File: config.mk
export PLATFORM = sky130hd
export DESIGN_NAME = cp0_io_subsystem
export DESIGN_NICKNAME = d
export VERILOG_FILES = /design/src/rtl/cp0_io_subsystem_pkg.sv /design/src/rtl/cp0_io_subsystem_timer_counter.sv /design/src/rtl/cp0_io_subsystem.sv
export SDC_FILE = /design/constraint.sdc
export NUM_CORES = 1
export LEC_CHECK = 0
export CAP_MARGIN = 20
export CELL_PAD_IN_SITES_DETAIL_PLACEMENT = 0
export CELL_PAD_IN_SITES_GLOBAL_PLACEMENT = 1
export CORE_MARGIN = 2
export CORE_UTILIZATION = 23
export CTS_CLUSTER_DIAMETER = 150
export DETAILED_ROUTE_END_ITERATION = 16
export PLACE_DENSITY = 0.5
export SLEW_MARGIN = 25
export SYNTH_ARGS = -nofsm -noshare
export SYNTH_HDL_FRONTEND = slang
export SYNTH_SLANG_ARGS = --single-unit
export TNS_END_PERCENT = 30
File: constraint.sdc
create_clock -name clk -period 6.55 [get_ports clk]
set_input_delay 0.9825 -clock clk [delete_from_list [all_inputs] [get_ports clk]]
set_output_delay 0.9825 -clock clk [all_outputs]
set_load 0.03 [all_outputs]
File: src/rtl/cp0_io_subsystem_pkg.sv
// Shared encodings for the CP0 / IO bridge slice: exception codes, bus and CP0 op
// encodings, CP0 register numbers and the timer register map / FSM states.
package cp0_io_subsystem_pkg;

    localparam logic [4:0] EXC_NONE = 5'd0;
    localparam logic [4:0] EXC_INT  = 5'd0;
    localparam logic [4:0] EXC_ADEL = 5'd4;
    localparam logic [4:0] EXC_ADES = 5'd5;
    localparam logic [4:0] EXC_RI   = 5'd10;
    localparam logic [4:0] EXC_OV   = 5'd12;

    localparam logic [1:0] CP0_NONE = 2'd0;
    localparam logic [1:0] CP0_MFC0 = 2'd1;
    localparam logic [1:0] CP0_MTC0 = 2'd2;
    localparam logic [1:0] CP0_ERET = 2'd3;

    localparam logic [1:0] MT_WORD = 2'd0;
    localparam logic [1:0] MT_HALF = 2'd1;
    localparam logic [1:0] MT_BYTE = 2'd2;

    localparam logic [1:0] MM_NONE  = 2'd0;
    localparam logic [1:0] MM_READ  = 2'd1;
    localparam logic [1:0] MM_WRITE = 2'd2;

    localparam logic [4:0] CP0_REG_SR    = 5'd12;
    localparam logic [4:0] CP0_REG_CAUSE = 5'd13;
    localparam logic [4:0] CP0_REG_EPC   = 5'd14;
    localparam logic [4:0] CP0_REG_PRID  = 5'd15;
    localparam logic [31:0] PRID_VALUE   = 32'h0000_0007;

    // Timer register word index (byte offset >> 2) and decoded window size.
    localparam logic [1:0]  TMR_CTRL   = 2'd0;
    localparam logic [1:0]  TMR_PRESET = 2'd1;
    localparam logic [1:0]  TMR_COUNT  = 2'd2;
    localparam logic [31:0] TMR_SPAN   = 32'd12;

    localparam logic [1:0] TMR_MODE_ONESHOT  = 2'd0;
    localparam logic [1:0] TMR_MODE_PERIODIC = 2'd1;

    typedef enum logic [1:0] {
        TMR_IDLE = 2'd0,
        TMR_LOAD = 2'd1,
        TMR_CNT  = 2'd2,
        TMR_INT  = 2'd3
    } tmr_state_e;

    function automatic logic [31:0] epc_of(input logic [31:0] pc, input logic in_slot);
        return {pc[31:2], 2'b00} - (in_slot ? 32'd4 : 32'd0);
    endfunction

endpackage

File: src/rtl/cp0_io_subsystem_timer_counter.sv
// Down-counting timer with CTRL/PRESET/COUNT registers and a maskable IRQ.
// Latency: register reads combinational, writes take effect next cycle.
// Backpressure: none; writes always accepted, COUNT is read-only.
module timer_counter
    import cp0_io_subsystem_pkg::*;
(
    input  logic        clk,
    input  logic        reset,
    input  logic        we,
    input  logic [1:0]  reg_sel,
    input  logic [31:0] wdata,
    output logic [31:0] dout,
    output logic        irq_out
);

    logic [3:0]  ctrl;      // [3] IM, [2:1] mode, [0] enable
    logic [31:0] preset;
    logic [31:0] count;
    logic        irq;
    tmr_state_e  state, state_nxt;

    always_ff @(posedge clk) begin
        if (reset) state <= TMR_IDLE;
        else       state <= state_nxt;
    end

    always_comb begin
        state_nxt = state;
        case (state)
            TMR_IDLE: if (ctrl[0]) state_nxt = TMR_LOAD;
            TMR_LOAD: state_nxt = TMR_CNT;
            TMR_CNT: begin
                if (!ctrl[0])            state_nxt = TMR_IDLE;
                else if (count <= 32'd1) state_nxt = TMR_INT;
            end
            TMR_INT:  state_nxt = TMR_IDLE;
            default:  state_nxt = TMR_IDLE;
        endcase
    end

    // A CTRL write lands after the FSM updates so software always wins.
    always_ff @(posedge clk) begin
        if (reset) begin
            ctrl   <= 4'b0;
            preset <= 32'b0;
            count  <= 32'b0;
            irq    <= 1'b0;
        end else begin
            case (state)
                TMR_LOAD: count <= preset;
                TMR_CNT: begin
                    if (ctrl[0]) begin
                        if (count > 32'd1) begin
                            count <= count - 32'd1;
                        end else begin
                            count <= 32'b0;
                            irq   <= 1'b1;
                        end
                    end
                end
                TMR_INT: begin
                    if (ctrl[2:1] == TMR_MODE_ONESHOT)       ctrl[0] <= 1'b0;
                    else if (ctrl[2:1] == TMR_MODE_PERIODIC) irq     <= 1'b0;
                end
                default: ;
            endcase
            if (we && reg_sel == TMR_CTRL) begin
                ctrl <= wdata[3:0];
                irq  <= 1'b0;
            end
            if (we && reg_sel == TMR_PRESET) preset <= wdata;
        end
    end

    always_comb begin
        dout = 32'b0;
        case (reg_sel)
            TMR_CTRL:   dout = {28'b0, ctrl};
            TMR_PRESET: dout = preset;
            TMR_COUNT:  dout = count;
            default:    dout = 32'b0;
        endcase
    end

    assign irq_out = ctrl[3] && irq;

endmodule

File: src/rtl/cp0_io_subsystem.sv
// CP0 (SR/Cause/EPC/PRId, exception entry) plus address bridge to DM and two timers.
// Latency: int_req, read data and fault codes combinational; state updates next cycle.
// Backpressure: none; faulting or interrupted accesses are squashed, never stalled.
module cp0_io_subsystem
    import cp0_io_subsystem_pkg::*;
#(
    parameter logic [31:0] DM_LIMIT = 32'h3000,
    parameter logic [31:0] T0_BASE  = 32'h7F00,
    parameter logic [31:0] T1_BASE  = 32'h7F10
) (
    input  logic        clk,
    input  logic        reset,
    input  logic        interrupt,
    input  logic [31:0] mem_addr,
    input  logic [1:0]  mem_type,
    input  logic [1:0]  mem_mode,
    input  logic [31:0] wdata,
    input  logic [1:0]  cp0_op,
    input  logic [4:0]  cp0_addr,
    input  logic        bd,
    input  logic [31:0] epc_in,
    input  logic [4:0]  exc,
    output logic        int_req,
    output logic [31:0] epc_out,
    output logic [31:0] cp0_rdata,
    output logic [31:0] dev_rdata,
    output logic [4:0]  dev_exc,
    output logic [1:0]  dm_mode
);

    logic [5:0]  sr_im;
    logic        sr_exl, sr_ie;
    logic        cause_bd;
    logic [5:0]  cause_ip;
    logic [4:0]  cause_exc;
    logic [31:0] epc;
    logic [5:0]  hw_int;
    logic        int_term;
    logic        t0_irq, t1_irq;
    logic [31:0] t0_dout, t1_dout;
    logic        t0_we, t1_we;
    logic [1:0]  t0_sel, t1_sel, tmr_sel;
    logic        in_dm, in_t0, in_t1, in_tmr;
    logic        is_rd, is_wr, misaligned, fault;

    assign hw_int   = {3'b000, interrupt, t1_irq, t0_irq};
    assign int_term = sr_ie && |(hw_int & sr_im);
    assign int_req  = !sr_exl && (int_term || exc != EXC_NONE);
    assign epc_out  = epc;

    always_ff @(posedge clk) begin
        if (reset) begin
            sr_im     <= 6'b0;
            sr_exl    <= 1'b0;
            sr_ie     <= 1'b0;
            cause_bd  <= 1'b0;
            cause_ip  <= 6'b0;
            cause_exc <= EXC_NONE;
            epc       <= 32'b0;
        end else begin
            cause_ip <= hw_int;
            if (int_req) begin
                sr_exl    <= 1'b1;
                cause_exc <= int_term ? EXC_INT : exc;
                cause_bd  <= bd;
                epc       <= epc_of(epc_in, bd);
            end else if (cp0_op == CP0_MTC0) begin
                if (cp0_addr == CP0_REG_SR) begin
                    sr_im  <= wdata[15:10];
                    sr_exl <= wdata[1];
                    sr_ie  <= wdata[0];
                end else if (cp0_addr == CP0_REG_EPC) begin
                    epc <= wdata;
                end
            end else if (cp0_op == CP0_ERET) begin
                sr_exl <= 1'b0;
            end
        end
    end

    always_comb begin
        cp0_rdata = 32'b0;
        case (cp0_addr)
            CP0_REG_SR:    cp0_rdata = {16'b0, sr_im, 8'b0, sr_exl, sr_ie};
            CP0_REG_CAUSE: cp0_rdata = {cause_bd, 15'b0, cause_ip, 3'b0, cause_exc, 2'b0};
            CP0_REG_EPC:   cp0_rdata = epc;
            CP0_REG_PRID:  cp0_rdata = PRID_VALUE;
            default:       cp0_rdata = 32'b0;
        endcase
    end

    assign in_dm  = mem_addr < DM_LIMIT;
    assign in_t0  = (mem_addr >= T0_BASE) && (mem_addr < T0_BASE + TMR_SPAN);
    assign in_t1  = (mem_addr >= T1_BASE) && (mem_addr < T1_BASE + TMR_SPAN);
    assign in_tmr = in_t0 || in_t1;
    assign is_rd  = mem_mode == MM_READ;
    assign is_wr  = mem_mode == MM_WRITE;

    // Timer bases are word aligned, so the register index is a 2-bit difference.
    assign t0_sel  = mem_addr[3:2] - T0_BASE[3:2];
    assign t1_sel  = mem_addr[3:2] - T1_BASE[3:2];
    assign tmr_sel = in_t0 ? t0_sel : t1_sel;

    assign misaligned = (mem_type == MT_WORD && mem_addr[1:0] != 2'b00) ||
                        (mem_type == MT_HALF && mem_addr[0]);
    assign fault = misaligned || !(in_dm || in_tmr) ||
                   (in_tmr && mem_type != MT_WORD) ||
                   (in_tmr && is_wr && tmr_sel == TMR_COUNT);

    assign dev_exc   = (is_rd && fault) ? EXC_ADEL :
                       (is_wr && fault) ? EXC_ADES : EXC_NONE;
    assign dm_mode   = (in_dm && !fault && (is_rd || is_wr)) ? mem_mode : MM_NONE;
    assign t0_we     = in_t0 && is_wr && !fault && !int_req;
    assign t1_we     = in_t1 && is_wr && !fault && !int_req;
    assign dev_rdata = in_t0 ? t0_dout : (in_t1 ? t1_dout : 32'b0);

    timer_counter u_timer0 (
        .clk     (clk),
        .reset   (reset),
        .we      (t0_we),
        .reg_sel (t0_sel),
        .wdata   (wdata),
        .dout    (t0_dout),
        .irq_out (t0_irq)
    );

    timer_counter u_timer1 (
        .clk     (clk),
        .reset   (reset),
        .we      (t1_we),
        .reg_sel (t1_sel),
        .wdata   (wdata),
        .dout    (t1_dout),
        .irq_out (t1_irq)
    );

endmodule

---- Yosys cells after proc, flatten, opt, wreduce, memory -nomap -nowiden ----
Cells that the tools add are included.
cells by class
  add/subtract/negate cells ............... 3
  $lt $le $gt $ge ......................... 9
  equal/unequal tests ..................... 33
  mux-type cells .......................... 48
  bitwise logic cells ..................... 2
  reductions and logical operators ........ 71
operator list
  cell                     number
  $mux W32                 10
  $pmux W32 S3             2
  $pmux W32 S2             2
  $pmux W32 S4             1
  $ge A32 B15 Y1 const B   2
  $gt A32 B1 Y1 const B    2
  $le A32 B1 Y1 const B    2
  $lt A32 B15 Y1 const B   2
  $sub A32 B1 Y32 const B  2
  $lt A32 B14 Y1 const B   1
  $sub A32 B3 Y32          1
  $logic_and A1 B1 Y1      25
  $reduce_bool A2 Y1       12
  $eq A5 B4 Y1 const B     4
  $mux W1                  18
  $eq A2 B2 Y1 const B     8
  $pmux W2 S4              2
  $eq A2 B1 Y1 const B     7
  $mux W2                  7
  $reduce_and A2 Y1        7
  $logic_not A2 Y1         6
  $ne A2 B1 Y1 const B     6
  $ne A2 B2 Y1 const B     5
  $reduce_and A5 Y1        2
  other kinds (14)         30
word-level totals
  register bits ........................... 194
  output and inout port bits .............. 104
  word-level logic and storage cells ...... 186

---- Longest topological paths before layout ----
Gate-level depths: netlist of the first run.
  word-level depth ........................ 14
  gate-level depth with buffers ........... 9
  mapped depth without buffers ............ 8

---- Modules after synthesis ----
Synthesis of the first run repeated with hierarchy kept, for this count alone.
second synthesis, totals
  cells, all modules ...................... 1,520
  area total of the unflattened synthesis .. 11,875.1 um2
by module, submodules not included
  module                    times used  cells an instance  area each (um2)  seq. area each (um2)
  timer_counter (u_timer1)  1           517                4,031.4          1,421.4
  timer_counter (u_timer0)  1           523                4,018.9          1,421.4
  cp0_io_subsystem          1           480                3,824.9          980.9

---- Worst setup path after synthesis of the first run ----
No wires, ideal clock.
  path type ............................... input -> output
  start ................................... in mem_addr[18]
  end ..................................... out dev_rdata[0]
  arrival ................................. 3.052 ns
  required time ........................... 5.568 ns
  slack ................................... 2.515 ns
  cell stages on the path ................. 6
  path buffers ............................ 2
  path through ............................ nor4_1 -> nand4_1 -> or4b_1 -> clkbuf_1 -> clkbuf_1 -> a211oi_1
on the way
  cells in the longest elaborated chain, start to end .. 4
  elaborated cells on any way between the ends .. 8
  those cells by class .................... 4 x order compare; 2 x mux; 2 x reduce/logical
ends and longest elaborated chain
  item                                              RTL line                 source
  from (decl)                                       cp0_io_subsystem.sv:14   input logic [31:0] mem_addr,
  $ge A32 B15 Y1 or $lt A32 B15 Y1 (tied branches)  cp0_io_subsystem.sv:94   assign in_t1 = (mem_addr >= T1_BASE) && (mem_addr < T1_BASE + TMR_SPAN);
  $logic_and A1 B1 Y1                               cp0_io_subsystem.sv:94
  $mux W32                                          cp0_io_subsystem.sv:115  assign dev_rdata = in_t0 ? t0_dout : (in_t1 ? t1_dout : 32'b0);
  $mux W32 (*)                                      cp0_io_subsystem.sv:115
  to (decl)                                         cp0_io_subsystem.sv:26   output logic [31:0] dev_rdata,
Mark *: on every way between the ends. The rest lies on a longest branch, timed or not.

---- Worst setup path in the final report of the first run ----
  start ................................... in mem_addr[18]
  end ..................................... out dev_rdata[3]
The elaborated chain is that of the path after synthesis.

==> metrics, run 1 <==
status=finished clean; Crit path top cell by count=clkdlybuf4s50_1; Tot GR Track Use=20.6%; Final Wtd Congestion=about 0.8; post-cts hold buffer count=0; io pins=220; startpoint types=input port; Max Cap Viol=0; DRC=0; final std cells w/o fill=2,292; f_max=175 MHz; dpl hpwl=39,700 µm; Detail Route Antenna Nets=0; CP cell instances=clkdlybuf4s50_1, nor4_1, nand4_1, or4b_1, buf_4, or2_0, o21ai_1, clkdlybuf4s50_1; Worst EP required=between 5 and 6 ns; final instance area=around 15,000 µm²; pre-CTS WS=0.742 ns; Clock Path Buffers=2; Multi-input gate area=7250 µm²; RR Startpoint=u_timer1.count[8]; Pleak=about 5.3 nW; hold crit path type=reg2reg; Seq/Total Area, Yosys=32.8%; Die Span Y=229 µm; initial antenna violation count=1; slowest stage cell, crit path=or4b_1; VDD IR max=0.121 mV; fin. max-slew vios=0; total iterations of the first detailed-routing run=5; largest fanout on the critical path=17; DR vias/cell=5.35; vias in the first global route=12.2k; Arr. time, crit path=4.72 ns; synth top area cells=dfxtp_1 (33%), mux2i_1 (8.6%), a221oi_1 (5.4%), nand2_1 (5.3%), a211oi_1 (4.6%); mapped cell area=11,600 µm²; Final Critical Period=around 5.7 ns; clk slew on worst S/H paths=0.07 ns; met1 wire length=25,300 µm; critical path class=in2out; Fin Clk Skew=0.0108 ns; Core Rows=82; Setup Viol. Count Final=0; core area=around 50,000 µm²; H-tree levels=4; WHS=0.456 ns; P&R area growth vs syn=28.6%; CTS Sinks=191; placed cells=about 2.3k; largest net degree at the start of global routing=64; leading area contributor after synthesis=dfxtp_1; final worst slack=0.843 ns; PwrDens=180 nW/µm²; CTS tree=yes; dpl cell area=~14,000 µm²; CP startpoint=mem_addr[18]; global-route wire length before repair=81,000 µm; share of layout cells above drive strength 1=between 5 and 6%; Yosys warnings=0; met2 WL=between 20,000 and 25,000 µm; Via Count=between 10k and 15k; total power=2.69 mW; headroom to the max-slew limit=between 20 and 30%; die area=52,500 µm²; final core utilization=29.9%; Crit. End Element=primary output; WL final=54,500 µm; Netlist cell types=76; port bufs=between 200 and 250; number of gates resized after CTS=0; R2R setup slack=3.16 ns; Top Layer Used=met4; Mapped Cells=1,475; Fin Setup TNS=0 ns; Syn Area/Cell=7.90 µm²; Post-synth top cells=dfxtp_1 (191), nand2_1 (165), clkbuf_1 (112); top-count cell post-synth=dfxtp_1; Final Hold Fails=0; RR Endpoint=u_timer1.count[21]; GR Overflow Total=0; die width=229 µm; layout filler cell count=roughly 5.5k; met3 WL=between 3000 and 4000 µm; Post-synth ARST share=0%; max incr delay on CP=0.94 ns; period utilisation layout=between 80% and 90%; Register Area=3820 µm²; Yosys reg bits=191; RSZ-0062 raised after global routing=no; worst r2r path cells=6; clock latency reported for the late side of the worst-skew pair=0.50 ns; ANT cells=0; initial DRC count=~860; detail-routed net length per standard cell=about 24 µm; Top FF cell, synth=dfxtp_1; Post CTS Setup Buffer Count=0; clock buffer count from CTS=17; Post-synth EDFFs=0; initial core utilization=roughly a quarter; Least-Margin Pin Slew=1.08 ns; Root Driver=clkbuf_16; Worst Setup EP=dev_rdata[3]; # nets final=1,731; top cell type's share of synthesized area=32.8%
logic make-up (layout without fill, tap and decap cells):
kind of cell / Yosys count / in the layout / share of synthesized area (%)
DFF: 191 / 191 / 32.8
and+or+nand+nor: 563 / 563 / 25.1
AOI/OAI and AO/OA: 419 / 419 / 24.8
buffers and inverters: 163 / 306 / 5.54
muxes: 101 / 101 / 8.69
other: 1 / 3 / 0.0322
adders and majority gates: 8 / 8 / 0.859
xor gates and xnor gates: 29 / 29 / 2.18
state kept, by name, indices dropped and copies added, names as in the netlist:
name / cells
u_timer0.state: 2
sr_ie: 1
u_timer0.ctrl: 4
cause_exc: 5
u_timer1.count: 32
cause_bd: 1
u_timer1.preset: 32
u_timer0.irq: 1
u_timer0.count: 32
epc_out: 32
cause_ip: 3
sr_exl: 1
u_timer1.state: 2
u_timer1.ctrl: 4
u_timer1.irq: 1
u_timer0.preset: 32
sr_im: 6
routing by layer:
| layer | track usage [%] | vias up |
|---|---|---|
| li1 | - | 5797 |
| met1 | 27.5 | 5992 |
| met2 | 31.8 | 415 |
| met3 | 5.00 | 57 |
| met4 | 7.89 | 0 |
| met5 | 0 | - |
power breakdown:
group	leakage (nW)	internal (mW)	switching (mW)	total (mW)
Combinational	3.44	0.153	0.229	0.381
Sequential	1.55	1.18	0.0185	1.20
Clock	0.279	0.572	0.538	1.11
Total	5.26	1.91	0.785	2.69
cell type report:
class / count / area share [%]
clock buffers: 19 / 2.96
clock inverters: 13 / 0.944
inverters: 31 / 0.793
multi-input cells: 1123 / 48.4
flip-flops and latches: 191 / 25.5
well taps: 672 / 5.61
repair buffers: 243 / 15.8
worst min-delay path by stage:
stage / start / endpoint / cells past startpoint
6_report: cause_exc[0] / cause_exc[0] / 2
5_1_grt: cause_bd / cause_bd / 2
4_1_cts: cause_exc[0] / cause_exc[0] / 2
3_5_place_dp: cause_exc[0] / cause_exc[0] / 2
3_3_place_gp: cause_exc[0] / cause_exc[0] / 2
2_1_floorplan: cause_exc[0] / cause_exc[0] / 2
placed cells by master, fill, tap and decap left out, types with 8 or more instances in the layout:
cell type        count
clkbuf_16           17
o21a_1              11
a21oi_1             69
o31ai_1             11
o31a_1               9
or4_1               15
clkdlybuf4s50_1    213
a22oi_1             21
buf_4               29
a31oi_1              9
mux2i_1            100
nand2_1            165
nand4_1             27
xnor2_1             16
nor2_1              93
o21ai_0             79
o21ai_1             22
dfxtp_1            191
inv_1               29
a221oi_1            72
ha_1                 8
nand2b_1            10
a211oi_1            72
nor2b_1             27
nor4_1              36
nand3_1             35
xor2_1              13
o41ai_1              8
or3_1               15
nor3_1              61
and2_1              25
critical path: cells and delay by family:
| family | cells | cell delay, ns |
|---|---|---|
| AOI/OAI and AO/OA | 1 | 0.19 |
| buffers and inverters | 3 | 1.48 |
| and+or+nand+nor | 4 | 2.05 |
Note: power is estimated with default switching activity, not from simulation.
==> run 2: changes to the inputs <==
--- a/config.mk
+++ b/config.mk
@@ -10,7 +10,8 @@
 export CELL_PAD_IN_SITES_GLOBAL_PLACEMENT = 1
 export CORE_MARGIN = 2
 export CORE_UTILIZATION = 23
-export CTS_CLUSTER_DIAMETER = 150
+export CTS_BUF_LIST = sky130_fd_sc_hd__clkbuf_16
+export CTS_CLUSTER_DIAMETER = 60
 export DETAILED_ROUTE_END_ITERATION = 16
 export PLACE_DENSITY = 0.5
 export SLEW_MARGIN = 25
==> run 2 against run 1 <==
Effect of this change:
- sequential share of layout area is essentially flat
- register-to-register slack barely moved
- power is 0.50% lower
- sequential power about the same
- first-iteration DRC count up 0.12%
- global-route usage stayed put
- hold slack about the same
- worst setup slack barely moved
- critical endpoint unchanged
- largest cell class unchanged
- highest routed layer unchanged
==> metrics, run 2 (synthesized netlist as in run 1, its figures left out) <==
layout filler cell count=5,451 (+0.018%); global-route wire length before repair=81,000 µm (unchanged); Crit. End Element=primary output; Clock Path Buffers=2 (unchanged); status=finished clean; io pins=220 (unchanged); Least-Margin Pin Slew=1.09 ns (+0.00469 ns); Worst EP required=5.57 ns (about the same); detail-routed net length per standard cell=23.8 µm (about the same); GR Overflow Total=0 (unchanged); total iterations of the first detailed-routing run=5 (unchanged); post-cts hold buffer count=0 (unchanged); headroom to the max-slew limit=27.5% (-0.31 points); Core Rows=82 (unchanged); startpoint types=input port; Pleak=5.26 nW (about the same); die area=52,500 µm² (unchanged); vias in the first global route=12.2k (unchanged); RSZ-0062 raised after global routing=no; # nets final=1,731 (unchanged); dpl hpwl=39,700 µm (unchanged); most common cell after layout, fill and taps aside=clkdlybuf4s50_1; Arr. time, crit path=4.72 ns (about the same); initial core utilization=23.3% (unchanged); Tot GR Track Use=20.6% (unchanged); Root Driver=clkbuf_16; largest fanout on the critical path=17 (unchanged); hold crit path type=reg2reg; CTS Sinks=191 (unchanged); most frequent cells in the layout=clkdlybuf4s50_1 (213), dfxtp_1 (191), nand2_1 (165); Setup Viol. Count Final=0 (unchanged); Post CTS Setup Buffer Count=0 (unchanged); die width=229 µm (unchanged); Final Hold Fails=0 (unchanged); WHS=0.456 ns (-0.00000200 ns); VDD IR max=0.121 mV (-0.23%); final worst slack=0.844 ns (+0.000317 ns); P&R area growth vs syn=28.6% (about the same); port bufs=214 (unchanged); DRC=0 (unchanged); clock buffer count from CTS=17 (unchanged); DR vias/cell=5.36 (+0.24%); Detail Route Antenna Nets=0 (unchanged); initial antenna violation count=1 (unchanged); pre-CTS WS=0.742 ns (unchanged); WL final=54,500 µm (about the same); largest net degree at the start of global routing=64 (unchanged); Final Wtd Congestion=0.816 (unchanged); PwrDens=179 nW/µm² (-0.44%); core area=50,100 µm² (unchanged); H-tree levels=4 (unchanged); Fin Clk Skew=0.0108 ns (-0.00000360 ns); Max Cap Viol=0 (unchanged); Die Span Y=229 µm (unchanged); clock latency reported for the late side of the worst-skew pair=0.50 ns (about the same); ANT cells=0 (unchanged); critical path class=in2out; clk slew on worst S/H paths=0.07 ns (about the same); share of layout cells above drive strength 1=5.62% (-0.062 points); CTS tree=yes; Final Critical Period=5.71 ns (-0.000317 ns); fin. max-slew vios=0 (unchanged); number of gates resized after CTS=0 (unchanged); f_max=175 MHz (about the same); Via Count=12.3k (+0.24%); Fin Setup TNS=0 ns (unchanged); initial DRC count=856 (+0.12%); period utilisation layout=87.1% (about the same)
## run 2: through the flow
stage / power (mW) / utilization (%) / instances / instance area (µm²)
3_5_place_dp: 1.61 / 28.8 / 2260 / 14400
4_1_cts: 2.71 / 29.9 / 2292 / 15000
2_1_floorplan: 1.40 / - / 1477 / 11700
6_report: 2.68 / 29.9 / 2292 / 15000
5_1_grt: 2.77 / 29.9 / 2292 / 15000
3_3_place_gp: 1.61 / 28.8 / 2260 / 14400
## run 2: worst paths after layout
kind	startpoint	to	slack [ns]	cells after the start
max	mem_addr[18]	dev_rdata[3]	0.84	8
min	cause_exc[0]	cause_exc[0]	0.46	2
max reg2reg	u_timer1.count[8]	u_timer1.count[21]	3.16	6
min reg2reg	cause_exc[0]	cause_exc[0]	0.46	2
## run 2: routing by layer
metal | up-vias | global-route usage (%) | share of wire (%)
li1 | 5799 | - | -
met1 | 6013 | 27.5 | 46
met2 | 424 | 31.8 | 44
met3 | 55 | 5.00 | 6.6
met4 | 0 | 7.89 | 3.0
met5 | - | 0 | 0
## run 2: critical path, cell delays in order
cell and delay, ns:
clkdlybuf4s50_1 0.40, nor4_1 0.54, nand4_1 0.33, or4b_1 0.94
buf_4 0.36, or2_0 0.24, o21ai_1 0.19, clkdlybuf4s50_1 0.72
## run 2: final cells by class
type,instances,area [µm²],area share [%]
inverter,31,119,0.794
multi-input combinational,1123,7250,48.4
clock buffer,17,425,2.84
clock inverter,15,149,0.994
timing repair buffer,243,2370,15.8
sequential,191,3820,25.5
tap,672,841,5.61
## run 2: report_power, final
| part | total, mW | internal [mW] | switching (mW) |
|---|---|---|---|
| sequential | 1.20 | 1.18 | 0.0185 |
| combinational | 0.381 | 0.153 | 0.229 |
| clock | 1.10 | 0.559 | 0.538 |
==> run 3: changes to the inputs <==
--- a/config.mk
+++ b/config.mk
@@ -8,6 +8,7 @@
 export CAP_MARGIN = 20
 export CELL_PAD_IN_SITES_DETAIL_PLACEMENT = 0
 export CELL_PAD_IN_SITES_GLOBAL_PLACEMENT = 1
+export CORE_ASPECT_RATIO = 1.25
 export CORE_MARGIN = 2
 export CORE_UTILIZATION = 23
 export CTS_BUF_LIST = sky130_fd_sc_hd__clkbuf_16
==> run 3 against run 2 <==
Effect of this change:
- final area is 0.14% higher
- fmax is 9.3% higher
- cell count is 0.48% lower
- clock power is 5% higher
- power is 1.6% higher
- core utilization hardly changed
- sequential cell count stayed put
- clock-buffer cell count stayed put
- largest power group unchanged
- die area hardly changed
- wire length is 3.8% lower
- worst setup slack better by 0.49 ns
- clock skew is 0.0019 ns higher
==> metrics, run 3 (synthesized netlist as in run 1, its figures left out) <==
status=finished clean; vias in the first global route=12.2k (-0.57%); Arr. time, crit path=4.24 ns (-0.48 ns); VDD IR max=0.194 mV (+61%); Root Driver=clkbuf_16; headroom to the max-slew limit=36.2% (+8.7 points); port bufs=214 (unchanged); Pleak=5.29 nW (+0.61%); RSZ-0062 raised after global routing=no; largest fanout on the critical path=31 (+14); WL final=52,400 µm (-3.8%); met1 wire length=23,100 µm (-8.3%); Via Count=12.2k (-0.72%); DRC=0 (unchanged); layout filler cell count=5,422 (-0.53%); CTS tree=yes; Top Layer Used=met5; RR Endpoint=u_timer1.count[16]; Final Hold Fails=0 (unchanged); worst r2r path cells=6 (unchanged); post-cts hold buffer count=0 (unchanged); global-route wire length before repair=78,400 µm (-3.2%); dpl hpwl=38,400 µm (-3.5%); Final Critical Period=5.22 ns (-0.487 ns); R2R setup slack=3.32 ns (+0.16 ns); f_max=192 MHz (+9.3%); die width=205 µm (-10%); Worst EP required=5.57 ns (about the same); fin. max-slew vios=0 (unchanged); detail-routed net length per standard cell=23.0 µm (-3.4%); placed cells=2,249 (-0.49%); Die Span Y=256 µm (+12%); Core Rows=92 (+12%); Fin Setup TNS=0 ns (unchanged); met2 WL=24,500 µm (+1.9%); clk slew on worst S/H paths=0.08 ns (about the same); period utilisation layout=79.7% (-7.4 points); total power=2.72 mW (+1.6%); initial DRC count=788 (-7.9%); clock buffer count from CTS=17 (unchanged); largest net degree at the start of global routing=62 (-3.1%); CP startpoint=mem_addr[18]; WHS=0.455 ns (-0.00151 ns); met3 WL=3180 µm (-12%); die area=52,500 µm² (about the same); # nets final=1,734 (+0.17%); ANT cells=0 (unchanged); Clock Path Buffers=2 (unchanged); PwrDens=182 nW/µm² (+1.5%); critical path class=in2out; hold crit path type=reg2reg; core area=50,200 µm² (+0.24%); clock latency reported for the late side of the worst-skew pair=0.47 ns (-0.03 ns); most frequent cells in the layout=clkdlybuf4s50_1 (213), dfxtp_1 (191), nand2_1 (165); Least-Margin Pin Slew=0.954 ns (-0.133 ns); io pins=220 (unchanged); startpoint types=input port; Final Wtd Congestion=0.794 (-2.7%); GR Overflow Total=0 (unchanged); Setup Viol. Count Final=0 (unchanged); CTS Sinks=191 (unchanged); P&R area growth vs syn=28.7%; Fin Clk Skew=0.0127 ns (+0.00187 ns); RR Startpoint=u_timer1.count[8]; initial antenna violation count=1 (unchanged); Post CTS Setup Buffer Count=0 (unchanged); Crit. End Element=primary output; number of gates resized after CTS=0 (unchanged); share of layout cells above drive strength 1=5.73% (+0.11 points); final core utilization=29.9% (about the same); DR vias/cell=5.35 (-0.24%); Tot GR Track Use=19.8% (-0.77 points); H-tree levels=4 (unchanged); Max Cap Viol=0 (unchanged); total iterations of the first detailed-routing run=5 (unchanged); final std cells w/o fill=2,281 (-0.48%); most common cell after layout, fill and taps aside=clkdlybuf4s50_1; initial core utilization=23.2% (-0.056 points); Detail Route Antenna Nets=0 (unchanged); Worst Setup EP=dev_rdata[16]
## run 3: worst max-delay path, stage by stage
cell	delay, ns
clkdlybuf4s50_1	0.40
nor4_1	0.46
nand4_1	0.33
or4b_1	0.55
buf_4	0.27
nor3_1	0.46
clkdlybuf4s50_1	0.77
## run 3: metrics by stage
step / cell area, µm² / worst slack (ns)
floorplan: 11700 / 2.52
global placement: 14400 / 1.28
detailed placement: 14400 / 1.33
CTS: 15000 / 1.31
global route: 15000 / 1.14
finish: 15000 / 1.33
## run 3: area by class of cell
| type | count | area, µm² | share of cell area (%) |
|---|---|---|---|
| Tap cell | 658 | 823 | 5.49 |
| Multi-Input combinational cell | 1123 | 7230 | 48.2 |
| Sequential cell | 191 | 3820 | 25.5 |
| Clock buffer | 17 | 425 | 2.84 |
| Clock inverter | 15 | 183 | 1.22 |
| Timing Repair Buffer | 246 | 2390 | 16.0 |
| Inverter | 31 | 119 | 0.793 |
## run 3: per-layer routing
metal | vias up | track usage [%]
met2 | 383 | 32.5
met3 | 60 | 4.21
met1 | 5953 | 25.2
met5 | - | 0
li1 | 5805 | -
met4 | 2 | 7.75
## run 3: worst min path at each step
stage | startpoint | endpoint | slack [ns] | cells after the start
after floorplan | cause_exc[0] | cause_exc[0] | 0.43 | 2
after global placement | cause_exc[0] | cause_exc[0] | 0.44 | 2
after detailed placement | cause_exc[1] | cause_exc[1] | 0.45 | 2
after CTS | cause_exc[1] | cause_exc[1] | 0.46 | 2
after global routing | cause_exc[0] | cause_exc[0] | 0.48 | 2
final | cause_exc[0] | cause_exc[0] | 0.45 | 2
## run 3: report_power, final
| group | internal [mW] | total, mW | switching (mW) |
|---|---|---|---|
| combinational | 0.154 | 0.370 | 0.216 |
| clock | 0.608 | 1.15 | 0.542 |
| sequential | 1.18 | 1.20 | 0.0202 |
